`src/rtl/inv_shift_row_col_loader.sv`:
```
// Column-serial loader for the decrypt path: gathers four 32-bit state columns,
// applies AES InvShiftRows and holds the 128-bit result on a valid/ready output.
module inv_shift_row_col_loader #(
  parameter int COL_W     = 32,
  parameter bit HOLD_LAST = 1'b1
) (
  input  logic               clk_i,
  input  logic               reset_i,
  input  logic               flush_i,
  input  logic               col_valid_i,
  output logic               col_ready_o,
  input  logic [COL_W-1:0]   col_data_i,
  output logic               blk_valid_o,
  input  logic               blk_ready_i,
  output logic [4*COL_W-1:0] blk_data_o,
  output logic [1:0]         col_cnt_o,
  output logic               done_o
);

  localparam int BLK_W = 4 * COL_W;

  if (COL_W != 32) begin : g_bad_col_w
    $error("inv_shift_row_col_loader: COL_W must be 32");
  end

  typedef enum logic [1:0] {IDLE, FILL, FULL} state_e;

  state_e                  state_q, state_d;
  logic                    col_ready_q, col_ready_d;
  logic                    blk_valid_q, blk_valid_d;
  logic [BLK_W-1:0]        blk_data_q, blk_data_d;
  logic [1:0]              col_cnt_q, col_cnt_d;
  logic                    done_q, done_d;
  logic [2:0][COL_W-1:0]   buf_q, buf_d;
  logic [BLK_W-1:0]        blk_rel;

  // Byte k of the state sits at [127-8k -: 8]; columns are {b4c, b4c+1, b4c+2, b4c+3}.
  function automatic logic [127:0] inv_shift_rows(input logic [127:0] s);
    logic [7:0] b [16];
    for (int k = 0; k < 16; k++) b[k] = s[127-8*k -: 8];
    return {b[0],  b[13], b[10], b[7],
            b[4],  b[1],  b[14], b[11],
            b[8],  b[5],  b[2],  b[15],
            b[12], b[9],  b[6],  b[3]};
  endfunction

  // Value blk_data takes when a block is released or aborted.
  assign blk_rel = HOLD_LAST ? blk_data_q : '0;

  always_ff @(posedge clk_i or posedge reset_i) begin
    if (reset_i) begin
      state_q     <= IDLE;
      col_ready_q <= 1'b0;
      blk_valid_q <= 1'b0;
      blk_data_q  <= '0;
      col_cnt_q   <= '0;
      done_q      <= 1'b0;
      buf_q       <= '0;
    end else begin
      state_q     <= state_d;
      col_ready_q <= col_ready_d;
      blk_valid_q <= blk_valid_d;
      blk_data_q  <= blk_data_d;
      col_cnt_q   <= col_cnt_d;
      done_q      <= done_d;
      buf_q       <= buf_d;
    end
  end

  always_comb begin
    state_d     = state_q;
    col_ready_d = col_ready_q;
    blk_valid_d = blk_valid_q;
    blk_data_d  = blk_data_q;
    col_cnt_d   = col_cnt_q;
    done_d      = 1'b0;
    buf_d       = buf_q;
    if (flush_i) begin
      // Abort wins over both handshakes on the same edge.
      state_d     = FILL;
      col_cnt_d   = '0;
      blk_valid_d = 1'b0;
      col_ready_d = 1'b1;
      blk_data_d  = blk_rel;
    end else begin
      case (state_q)
        IDLE: begin
          state_d     = FILL;
          col_ready_d = 1'b1;
        end
        FILL: begin
          if (col_valid_i && col_ready_q) begin
            if (col_cnt_q == 2'd3) begin
              blk_data_d  = inv_shift_rows({buf_q[0], buf_q[1], buf_q[2], col_data_i});
              blk_valid_d = 1'b1;
              col_ready_d = 1'b0;
              col_cnt_d   = '0;
              state_d     = FULL;
            end else begin
              buf_d[col_cnt_q] = col_data_i;
              col_cnt_d        = col_cnt_q + 2'd1;
            end
          end
        end
        FULL: begin
          if (blk_valid_q && blk_ready_i) begin
            done_d      = 1'b1;
            blk_valid_d = 1'b0;
            col_ready_d = 1'b1;
            blk_data_d  = blk_rel;
            state_d     = FILL;
          end
        end
        default: begin
          state_d     = IDLE;
          col_ready_d = 1'b0;
          blk_valid_d = 1'b0;
        end
      endcase
    end
  end

  assign col_ready_o = col_ready_q;
  assign blk_valid_o = blk_valid_q;
  assign blk_data_o  = blk_data_q;
  assign col_cnt_o   = col_cnt_q;
  assign done_o      = done_q;

endmodule

```
`config.mk`:
```
export PLATFORM = sky130hd
export DESIGN_NAME = inv_shift_row_col_loader
export DESIGN_NICKNAME = d
export VERILOG_FILES = /design/src/rtl/inv_shift_row_col_loader.sv
export SDC_FILE = /design/constraint.sdc
export NUM_CORES = 1
export LEC_CHECK = 0
export ABC_AREA = 1
export BUFFER_PORTS_ARGS = -buffer_cell sky130_fd_sc_hd__buf_2
export CORE_AREA = 8 8 188 190
export DETAILED_ROUTE_END_ITERATION = 7
export DIE_AREA = 0 0 196 198
export HOLD_SLACK_MARGIN = 0.1
export PLACE_DENSITY = 0.58
export SKIP_LAST_GASP = 1
export SYNTH_ARGS = -nofsm -noshare
export SYNTH_HDL_FRONTEND = slang
export SYNTH_SLANG_ARGS = --single-unit
```
`constraint.sdc`:
```
create_clock -name clk_i -period 7.6 [get_ports clk_i]
set_input_delay 1.9 -clock clk_i [delete_from_list [all_inputs] [get_ports clk_i]]
set_output_delay 1.9 -clock clk_i [all_outputs]
set_load 0.02 [all_outputs]
```
After elaboration in Yosys (flattened, before gate mapping)
Cells that the tools add are included.

Add/sub/neg operators: 1. Order comparisons: 2. Equal/unequal tests: 7. Mux-type cells: 25. Bitwise logic cells: 2. Reduce and logical (&&, ||, !) cells: 11.

Operator list (count): bitwise mux 96 bit (1); demux 32 bit (select 2 bit) (1); 2-to-1 mux 32 bit (1); 2-to-1 mux 2 bit (8); AND reduction 4 bit (3); 2-to-1 mux 1 bit (11); != test 3 bit, second input constant (3); one-hot mux 1 bit (3 select lines) (2); one-hot mux 2 bit (3 select lines) (1); == test 2 bit, second input constant (2); nonzero test 2 bit (2); logical AND 1 bit (3); < comparator 2 x 3 -> 1 bit, second input constant (1); AND reduction 3 bit (1); adder 2 x 1 -> 2 bit, second input constant (1); == test 2 x 1 -> 1 bit, second input constant (1); greater-or-equal comparator 2 x 1 -> 1 bit, second input constant (1); logical NOT 2 bit (1); != test 2 bit, second input constant (1); NOT 1 bit (2); AND reduction 2 bit (1).

Register bits: 231. Bits of input ports: 37. Output and inout bits: 133. Word-level logic and storage cells: 57.

Longest topological paths before layout
Gate-level depths: netlist of the first run.

Word-level depth: 5. Mapped depth: 8. Mapped depth without buffers: 6.

Worst setup path before layout of the first run
OpenSTA, ideal clock, no wires.

Path type: input to register. Start point: input col_valid_i. End point: register buf_q[0] in the netlist's numbering. Setup time: 0.117 ns. Arrival: 2.657 ns. Data required time: 7.483 ns. Slack: 4.826 ns. Cell stages on the path: 7. Path buffers: 2. Cell sequence: nand2_1 > nor2_1 > buf_2 > nand3_1 > buf_2 > nand2_1 > nand2_1.

Cells in the longest elaborated chain, start to end: 2.

RTL lines: start, declared (RTL line 10) `input logic col_valid_i,`; logical AND 1 bit (RTL line 92) `if (col_valid_i && col_ready_q) begin`; AND reduction 4 bit (no source line); end signal, assigned (RTL line 66) `buf_q <= buf_d;`; end, declared (RTL line 34) `logic [2:0][COL_W-1:0] buf_q, buf_d;`.

Every way passes these cells. A chain may end at the register's enable or synchronous reset.

Final worst setup path of the first run
Start point: input col_valid_i. End point: register buf_q[54] in the netlist's numbering.

The elaborated chain is that of the path after synthesis.

==> results of run 1 <==
==> routing by layer <==
metal	part of all wire [%]	vias to the layer above
met4	1.8	0
li1	-	3524
met1	47	3386
met5	0	-
met2	46	133
met3	5.8	38
==> registers in the layout (all words and copies together) (netlist names) <==
name and flops:
blk_data_o 128, buf_q 96, col_cnt_o 2, state_q 2, blk_valid_o 1, col_ready_o 1, done_o 1
==> critical path, cell delays in order <==
cell and delay [ns]:
buf_2 0.09, nand2_1 0.10, nor2_4 0.13, buf_4 0.47
nand3_2 0.84, nand2_1 0.25, nand2_1 0.08
==> worst paths after layout <==
check,start,end,slack [ns]
min in group asynchronous,reset_i,blk_data_o[51],1.49
worst max-delay path,col_valid_i,buf_q[54],4.09
worst min-delay path,buf_q[45],buf_q[45],0.47
worst max register to register,col_cnt_o[0],buf_q[12],4.83
worst min register to register,buf_q[45],buf_q[45],0.47
max in group asynchronous,reset_i,blk_data_o[2],4.82
==> cell usage in the layout (no fill, tap or decap), drive strengths merged <==
cell type  instances
buf              176
nor4               1
clkbuf            36
o21ai            132
inv              135
bufinv             1
nand3             10
nand4             96
nor2               5
dfrtp            231
clkinv             8
clkinvlp           2
ha                 4
nand2            331
==> kinds of logic after synthesis <==
| family | count (synthesis) |
|---|---|
| AND/OR/NAND/NOR | 443 |
| adder cells (fa/ha/maj) | 4 |
| AO/OA/AOI/OAI | 132 |
| flip-flops | 231 |
| buffers and inverters | 206 |
==> stage by stage <==
stage                     instances  util [%]  total power [mW]
after detailed placement       1530     32.32             1.953
after global routing           1576     34.86             3.337
after global placement         1530     32.32             1.941
after CTS                      1576     34.86             3.200
after floorplan                1016         -             1.815
final                          1576     34.86             3.141
==> power by group through the flow <==
| stage | logic, mW | clock network, mW | registers (mW) |
|---|---|---|---|
| floorplan | 0.278 | 0 | 1.54 |
| global placement | 0.396 | 0 | 1.54 |
| detailed placement | 0.406 | 0 | 1.55 |
| CTS | 0.407 | 1.26 | 1.53 |
| global route | 0.470 | 1.31 | 1.56 |
| finish | 0.397 | 1.22 | 1.53 |
==> cell type report <==
type | count | share of cell area, %
Clock buffer | 36 | 6.586
Clock inverter | 10 | 0.6910
Inverter | 136 | 4.580
Multi-Input combinational cell | 579 | 23.88
Sequential cell | 231 | 51.49
Tap cell | 408 | 4.547
Timing Repair Buffer | 176 | 8.225
==> qor.txt, run 1 <==
Core area - 32210 sq um
# IOs - 170
Syn Std Cell Area - 9264 sq um
Initial antenna violation count - 0
CP startpoint kind - input port
Chip height - 198 um
Ys async rst share - 100.0%
Vias in the first global route - 7249
Clock buffer count from CTS - 27
Status - finished, final reports clean
Largest family of logic cells by synthesized area - simple AND/OR/NAND/NOR gates
Seq/Total Area, Yosys - 62.40%
Mux cell area share after synthesis - 0%
Residual DRC count - 0
Post-synthesis net count - 1057
Layout cells sized above 1 - 19.61%
H-tree depth - 1
Clock latency on the worst-skew pair - 0.53 ns
Sw Pwr - 0.8843 mW
Sequential fraction of design power - 48.6%
GR Layer Usage met3 - 3.107%
M1 GR Usage - 17.49%
Final setup viols - 0
#FFs+latches synth - 231
Final ANT Viol Nets - 0
Total Routing Usage GR - 13.07%
CTS Sinks - 231
Final instance area - 11230 sq um
Setup Fix Bufs, Post-CTS - 0
Sw frac - 28.15%
Max VDD drop - 0.1422 mV
CTS tree - built
Worst Path Required - 8.00 ns
Initial Utilization - 28.76%
Fill cell count - 3358
Synth area leaders - dfrtp_1 (62%), nand2_1 (13%), o21ai_1 (6.9%), nand4_1 (6.5%), inv_1 (5.4%)
Total negative setup slack - 0 ns
Critical Path Fanout Max - 52
Power Density - 279.8 nW/um^2
Setup crit end kind - register
GR Overflow Total - 0
Synth Area in Adders - 0.5402%
Most common cell in the synthesized netlist - nand2_1
Die Wd - 196 um
FMAX - 284.9 MHz
Synth area leader - dfrtp_1
Max Root-Sink Buffers - 3
Worst Tran Pin Value - 1.059 ns
CTS root buffer - clkbuf_16
Clock power frac - 38.8%
DIE AREA - 38810 sq um
Max Cap Viol - 0
Dpl hpwl - 15.52 mm
Syn Area/Cell - 9.118 sq um
ANT cells - 0
Hold Vio Cnt, Final - 0
IO Port Bufs - 169
P_int - 2.257 mW
P&R area growth vs syn - 21.19%
Most Crowded Layer GR - met2
Share of synthesized cell area in and, or, nand and nor gates - 20.87%
Synth top area share - 62.40%
Placed Area - 10410 sq um
WS Path Type - input port to register
# nets final - 1192
DP Worst Slack - 3.425 ns
Synth top cells by count - nand2_1 (331), dfrtp_1 (231), inv_1 (134)
WHS Path Cells - 2
Synth Area in Compound Gates - 7.131%
Register area - 5781 sq um
Synthesized instance count - 1016
Worst slew margin - 29.43%
GRT met2 Usage - 21.06%
Worst clock skew - 0.01545 ns
Hold Path Class - register to register
Setup WS post-layout - 4.089 ns
Via count - 7081
Main synth FF type - dfrtp_1
Clock transition at path regs - 0.06 ns
Post-cts sizing count - 0
Final period util - 46.19%
CTS hold repair buffers - 0
Drt wl/cell - 16.12 um
Data arrival, critical path - 3.91 ns
GPL Wtd Cong - 0.7304
Multi-input combinational cell area - 2681 sq um
Vias/cell - 4.493
Final wirelength - 25.40 mm
Comb pwr share - 12.6%
RSZ-0062 raised after global routing - no
Max-slew violations - 0
Number of distinct library cells after synthesis - 18
Post-synth EDFFs - 0
Post-route minimum period - 3.511 ns
# rows - 66
DR iter-0 viols - 363
Worst reg2reg path depth - 5
Detailed-router iteration count before antenna repair - 4
Min Hold Slack - 0.4680 ns
Post-synthesis xor/xnor area fraction - 0%
Global-route wire length before repair - 41.30 mm
Largest net degree at the start of global routing - 259
P_leak - 5.986 nW
YS warnings - 0
Power figures use the tool's default switching activity.
==> run 2: changes to the inputs <==
ABC_AREA = 0   (was 1)
CORE_AREA = 8 8 189 191   (was 8 8 188 190)
DIE_AREA = 0 0 197 199   (was 0 0 196 198)
clock period = 3 ns   (was 7.6 ns; I/O delays follow)
==> run 2 against run 1 <==
Via count shrank 31%. Sequential power grew to 2.7 times the previous value. Non-clock buffer count grew 12. Synthesized cell count shrank 49%. Clock power grew to 2.7 times the previous value. Hold slack lost 0.23 ns. Sequential share of layout area shrank 1.3 points. Die area grew 1.0%.
==> qor.txt, run 2 <==
#FFs+latches synth - 231
Placed Area - 10620 sq um
Largest net degree at the start of global routing - 73
GPL Wtd Cong - 0.6836
Post-route insts no fill - 1176
FMAX - 474.4 MHz
Worst clock skew - 0.01140 ns
Synth area leader - dfrtp_1
Worst slew margin - 60.89%
Most common cell in the synthesized netlist - dfrtp_1
Clock latency on the worst-skew pair - 0.53 ns
H-tree depth - 1
R2R Setup Slk - 0.89 ns
CTS hold repair buffers - 0
Critical Path Fanout Max - 32
Clock buffer count from CTS - 27
Post-synthesis net count - 555
ANT cells - 0
Post-synth EDFFs - 0
Total power - 8.835 mW
RSZ-0062 raised after global routing - no
Final instance area - 11520 sq um
IO Port Bufs - 169
Syn Std Cell Area - 9319 sq um
Core area - 32860 sq um
Data arrival, critical path - 2.52 ns
Dpl hpwl - 12.96 mm
# rows - 67
Global-route wire length before repair - 31.35 mm
Initial antenna violation count - 0
CTS tree - built
Most common cell after layout, fill and taps aside - dfrtp_1
P&R area growth vs syn - 23.66%
Final wirelength - 19.49 mm
# IOs - 170
Drt wl/cell - 16.57 um
Power Density - 766.7 nW/um^2
Synth area leaders - dfrtp_1 (62%), mux2_4 (16%), mux2_2 (15%), buf_12 (2.4%), buf_6 (1.3%)
Seq/Total Area, Yosys - 62.03%
Layout cells sized above 1 - 64.15%
GR Overflow Total - 0
Worst reg2reg path depth - 4
CP max stage cell - nand3_4
Final ANT Viol Nets - 0
CP peak stage delay - 0.50 ns
Main synth FF type - dfrtp_1
Worst Path Required - 3.41 ns
Clock transition at path regs - 0.06 ns
Hold Vio Cnt, Final - 0
Number of flip-flops in the largest register - 128
Max VDD drop - 0.4103 mV
Reg2Reg Capture Point - buf_q[46]
Commonest cells after routing, fill and taps aside - dfrtp_1 (231), buf_2 (169), mux2_2 (124)
Initial Utilization - 28.36%
Synth top cells by count - dfrtp_1 (231), mux2_2 (124), mux2_4 (100)
Setup Fix Bufs, Post-CTS - 0
# nets final - 748
CTS root buffer - clkbuf_16
Setup WS post-layout - 0.8921 ns
Max Root-Sink Buffers - 3
Number of distinct library cells after synthesis - 24
Chip height - 199 um
Worst R2R Start - col_cnt_o[0]
CTS Sinks - 231
Die Wd - 197 um
Post-route minimum period - 2.108 ns
Vias/cell - 4.173
WS Path Type - register to register
Final period util - 70.26%
Min Hold Slack - 0.2411 ns
Setup crit end kind - register
Max-slew violations - 0
Syn Area/Cell - 18.13 sq um
P_leak - 5.755 nW
Worst Tran Pin Value - 0.5867 ns
YS warnings - 0
Synthesized instance count - 514
Total Routing Usage GR - 9.884%
Final core utilization - 35.07%
Synth top area share - 62.03%
DR iter-0 viols - 123
Residual DRC count - 0
Final setup viols - 0
Detailed-router iteration count before antenna repair - 4
Hold Path Class - input port to async pin
Ys async rst share - 100.0%
Fill cell count - 3221
Max Cap Viol - 0
Post-cts sizing count - 0
DIE AREA - 39200 sq um
CP startpoint kind - register
DP Worst Slack - 0.5854 ns
Status - finished, final reports clean
Vias in the first global route - 5437
Total negative setup slack - 0 ns
Cells along the critical path - ha_1 -> nor2_2 -> nand3_4 -> mux2_2
Via count - 4907
Cells after DPL - 1126
## run 2: changes by cell type after synthesis, sizes merged, moves of 6 or more
| cell | delta |
|---|---|
| inv | -131 |
| clkbuf | -19 |
| buf | -27 |
| nand2 | -326 |
| mux2 | +224 |
| o21ai | -130 |
| nand3 | -6 |
| nand4 | -95 |
## run 2: layout make-up
class	instances	area, sq um	share of cell area (%)
clock inverter	11	116.4	1.010
timing repair buffer	188	1089	9.446
multi-input combinational	254	3164	27.46
tap	448	560.5	4.864
clock buffer	39	790.8	6.862
inverter	5	22.52	0.1954
sequential	231	5781	50.16
## run 2: worst max-delay path, delay by kind of cell, from the launching register on
kind / cells / cell delay, ns
and+or+nand+nor: 2 / 0.78
muxes: 1 / 0.46
adders and majority gates: 1 / 0.28
DFF: 1 / 0.45
## run 2: where the power goes
part	internal [mW]	switching [mW]
sequential	3.75	0.335
clock	2.00	1.28
combinational	0.786	0.686
## run 2: logic make-up (layout without fill, tap and decap cells)
family / Yosys count / count (layout) / share of synthesized area, %
compound gates: 8 / 8 / 0.5774
fa+ha+maj: 4 / 4 / 0.5371
buf+inv: 29 / 243 / 4.015
flops: 231 / 231 / 62.03
mux: 224 / 224 / 31.10
simple gates: 18 / 18 / 1.745
## run 2: worst max path at each step
stage,depth (start not counted),from,slack [ns],end
final,4,col_cnt_o[0],0.89,buf_q[46]
after global routing,4,col_cnt_o[0],0.71,buf_q[35]
after CTS,4,col_cnt_o[0],0.81,buf_q[58]
after detailed placement,5,col_valid_i,0.59,blk_data_o[112]
after global placement,5,col_valid_i,0.60,blk_data_o[109]
after floorplan,1,reset_i,-0.77,blk_data_o[0]
## run 2: metal layers
metal | track usage, % | vias up | share of wire [%] | wire (um)
li1 | - | 2205 | - | -
met1 | 12.87 | 2550 | 45 | 8841
met2 | 15.76 | 125 | 46 | 8881
met3 | 3.096 | 27 | 7.5 | 1461
met4 | 2.591 | 0 | 1.6 | 306
met5 | 0 | - | 0 | 0
==> run 3: changes to the inputs <==
clock period = 1.8 ns   (was 3 ns; I/O delays follow)
==> run 3 against run 2 <==
Via count grew 0.92%. Clock power grew 55%. Final cell count up 2.8%. Flip-flop and latch count stayed put. First-iteration DRC count up 0.81%. Combinational power increased by 71%. Total power grew 63%.
==> qor.txt, run 3 (synthesis gave the netlist of run 2 again) <==
Max Cap Viol - 0
Layout cells sized above 1 - 65.97%
Drt wl/cell - 16.64 um
Status - finished, final reports clean
Vias/cell - 4.096
Post-route minimum period - 1.741 ns
Final instance area - 11850 sq um
Via count - 4952
CTS tree - built
Total Routing Usage GR - 10.31%
Clock latency on the worst-skew pair - 0.54 ns
Number of flip-flops in the largest register - 128
Vias in the first global route - 5634
# IOs - 170
Clock transition at path regs - 0.06 ns
Largest net degree at the start of global routing - 63
Comb pwr share - 17.5%
GRT met2 Usage - 16.62%
P_int - 10.60 mW
Sequential fraction of design power - 47.2%
Dpl hpwl - 14.19 mm
Data arrival, critical path - 2.16 ns
Global-route wire length before repair - 32.60 mm
CTS Sinks - 231
# nets final - 785
GR Layer Usage met3 - 3.350%
Commonest cells after routing, fill and taps aside - dfrtp_1 (231), buf_2 (169), mux2_2 (124)
DIE AREA - 39200 sq um
Power Density - 1215 nW/um^2
Sw Pwr - 3.802 mW
Sw frac - 26.41%
GPL Wtd Cong - 0.7172
CP max stage cell - dfrtp_1
Max VDD drop - 0.6336 mV
Clock buffer count from CTS - 27
CP startpoint kind - register
# rows - 67
Final core utilization - 36.06%
Most common cell after layout, fill and taps aside - dfrtp_1
Clock power frac - 35.3%
RSZ-0062 raised after global routing - yes
Placed Area - 10980 sq um
Residual DRC count - 0
Initial antenna violation count - 0
Min Hold Slack - 0.1926 ns
Final wirelength - 20.11 mm
Initial Utilization - 28.36%
Setup crit end kind - register
Max Root-Sink Buffers - 3
Max-slew violations - 0
Core area - 32860 sq um
CP peak stage delay - 0.36 ns
Worst clock skew - 0.02205 ns
Die Wd - 197 um
Detailed-router iteration count before antenna repair - 4
DR iter-0 viols - 124
Final period util - 96.75%
P&R area growth vs syn - 27.18%
P_leak - 5.964 nW
H-tree depth - 1
GR Overflow Total - 0
IO Port Bufs - 169
Crit path buffers/inverters - 3
Critical Path Fanout Max - 18
Most Crowded Layer GR - met2
Worst Tran Pin Value - 0.3499 ns
CTS root buffer - clkbuf_16
Chip height - 199 um
Worst Path Required - 2.22 ns
Hold Vio Cnt, Final - 0
ANT cells - 0
Final setup viols - 0
FMAX - 574.2 MHz
Worst slew margin - 76.62%
WS Path Type - register to register
M1 GR Usage - 13.30%
CP top delay family - buffers and inverters
Cells along the critical path - ha_2 -> nor3b_4 -> buf_4 -> buf_6 -> buf_12 -> mux2_2
Final ANT Viol Nets - 0
Hold Path Class - input port to register
## run 3: cell count changes in the layout (fill, tap and decap cells not counted), sizes merged
| cell | change |
|---|---|
| clkinv | +5 |
| dlygate4sd3 | +1 |
| bufinv | -1 |
| buf | +35 |
| clkbuf | -5 |
| clkinvlp | -2 |
## run 3: metal layers
| layer | part of all wire (%) | vias to the layer above |
|---|---|---|
| met4 | 1.7 | 0 |
| met3 | 7.7 | 28 |
| li1 | - | 2277 |
| met1 | 44 | 2524 |
| met5 | 0 | - |
| met2 | 46 | 123 |
## run 3: worst register-to-register path, cell delays in order, from the launching register on
cell and delay, ns:
dfrtp_1 0.36, ha_2 0.22, nor3b_4 0.18, buf_4 0.18, buf_6 0.15, buf_12 0.19
mux2_2 0.36
## run 3: final cells by class
cell class	count	area, sq um
clock inverters	13	96.34
multi-input cells	254	3167
clock buffers	33	728.2
inverters	5	22.52
fillers	3163	21010
repair buffers	225	1496
well taps	448	560.5
flip-flops and latches	231	5781
## run 3: power by group through the flow
stage	Combinational [mW]	Sequential, mW	Clock, mW
floorplan	1.30	7.24	0
global placement	2.51	6.88	0
detailed placement	2.57	6.90	0
CTS	2.57	6.82	5.31
global route	2.73	6.96	5.50
finish	2.51	6.80	5.08
## run 3: path summary, 6_finish.rpt
path                                    from         endpoint  slack [ns]  cells past startpoint
worst min-delay path                 flush_i     col_cnt_o[1]        0.19                      2
worst max-delay path            col_cnt_o[0]  blk_data_o[108]        0.06                      6
worst min register to register     buf_q[41]    blk_data_o[9]        0.48                      1
worst max register to register  col_cnt_o[0]  blk_data_o[108]        0.06                      6
max in group asynchronous            reset_i        buf_q[29]        0.63                      5
min in group asynchronous            reset_i    blk_data_o[5]        0.46                      3
## run 3: what timing repair did
| item | in CTS | in global routing |
|---|---|---|
| pin swaps | 0 | 0 |
| endpoints found under the setup margin | 4 | 77 |
| endpoints found under the hold margin | 5 | 0 |
| cloned | 0 | 1 |
| resized for setup | 1 | 5 |
| hold buffers | 1 | 0 |
| buffers inserted | 0 | 2 |
## run 3: per-stage QoR
step           total power [mW]   TNS, ns  worst slack, ns  cells
2_1_floorplan             8.539   -386.55           -1.672    514
3_3_place_gp              9.385    -5.201          -0.1045   1159
4_1_cts                   14.70  -0.01483        -0.007490   1206
5_1_grt                   15.19   -0.2634         -0.02413   1209
3_5_place_dp              9.465    -5.931          -0.1146   1159
6_report                  14.40         0          0.05853   1209
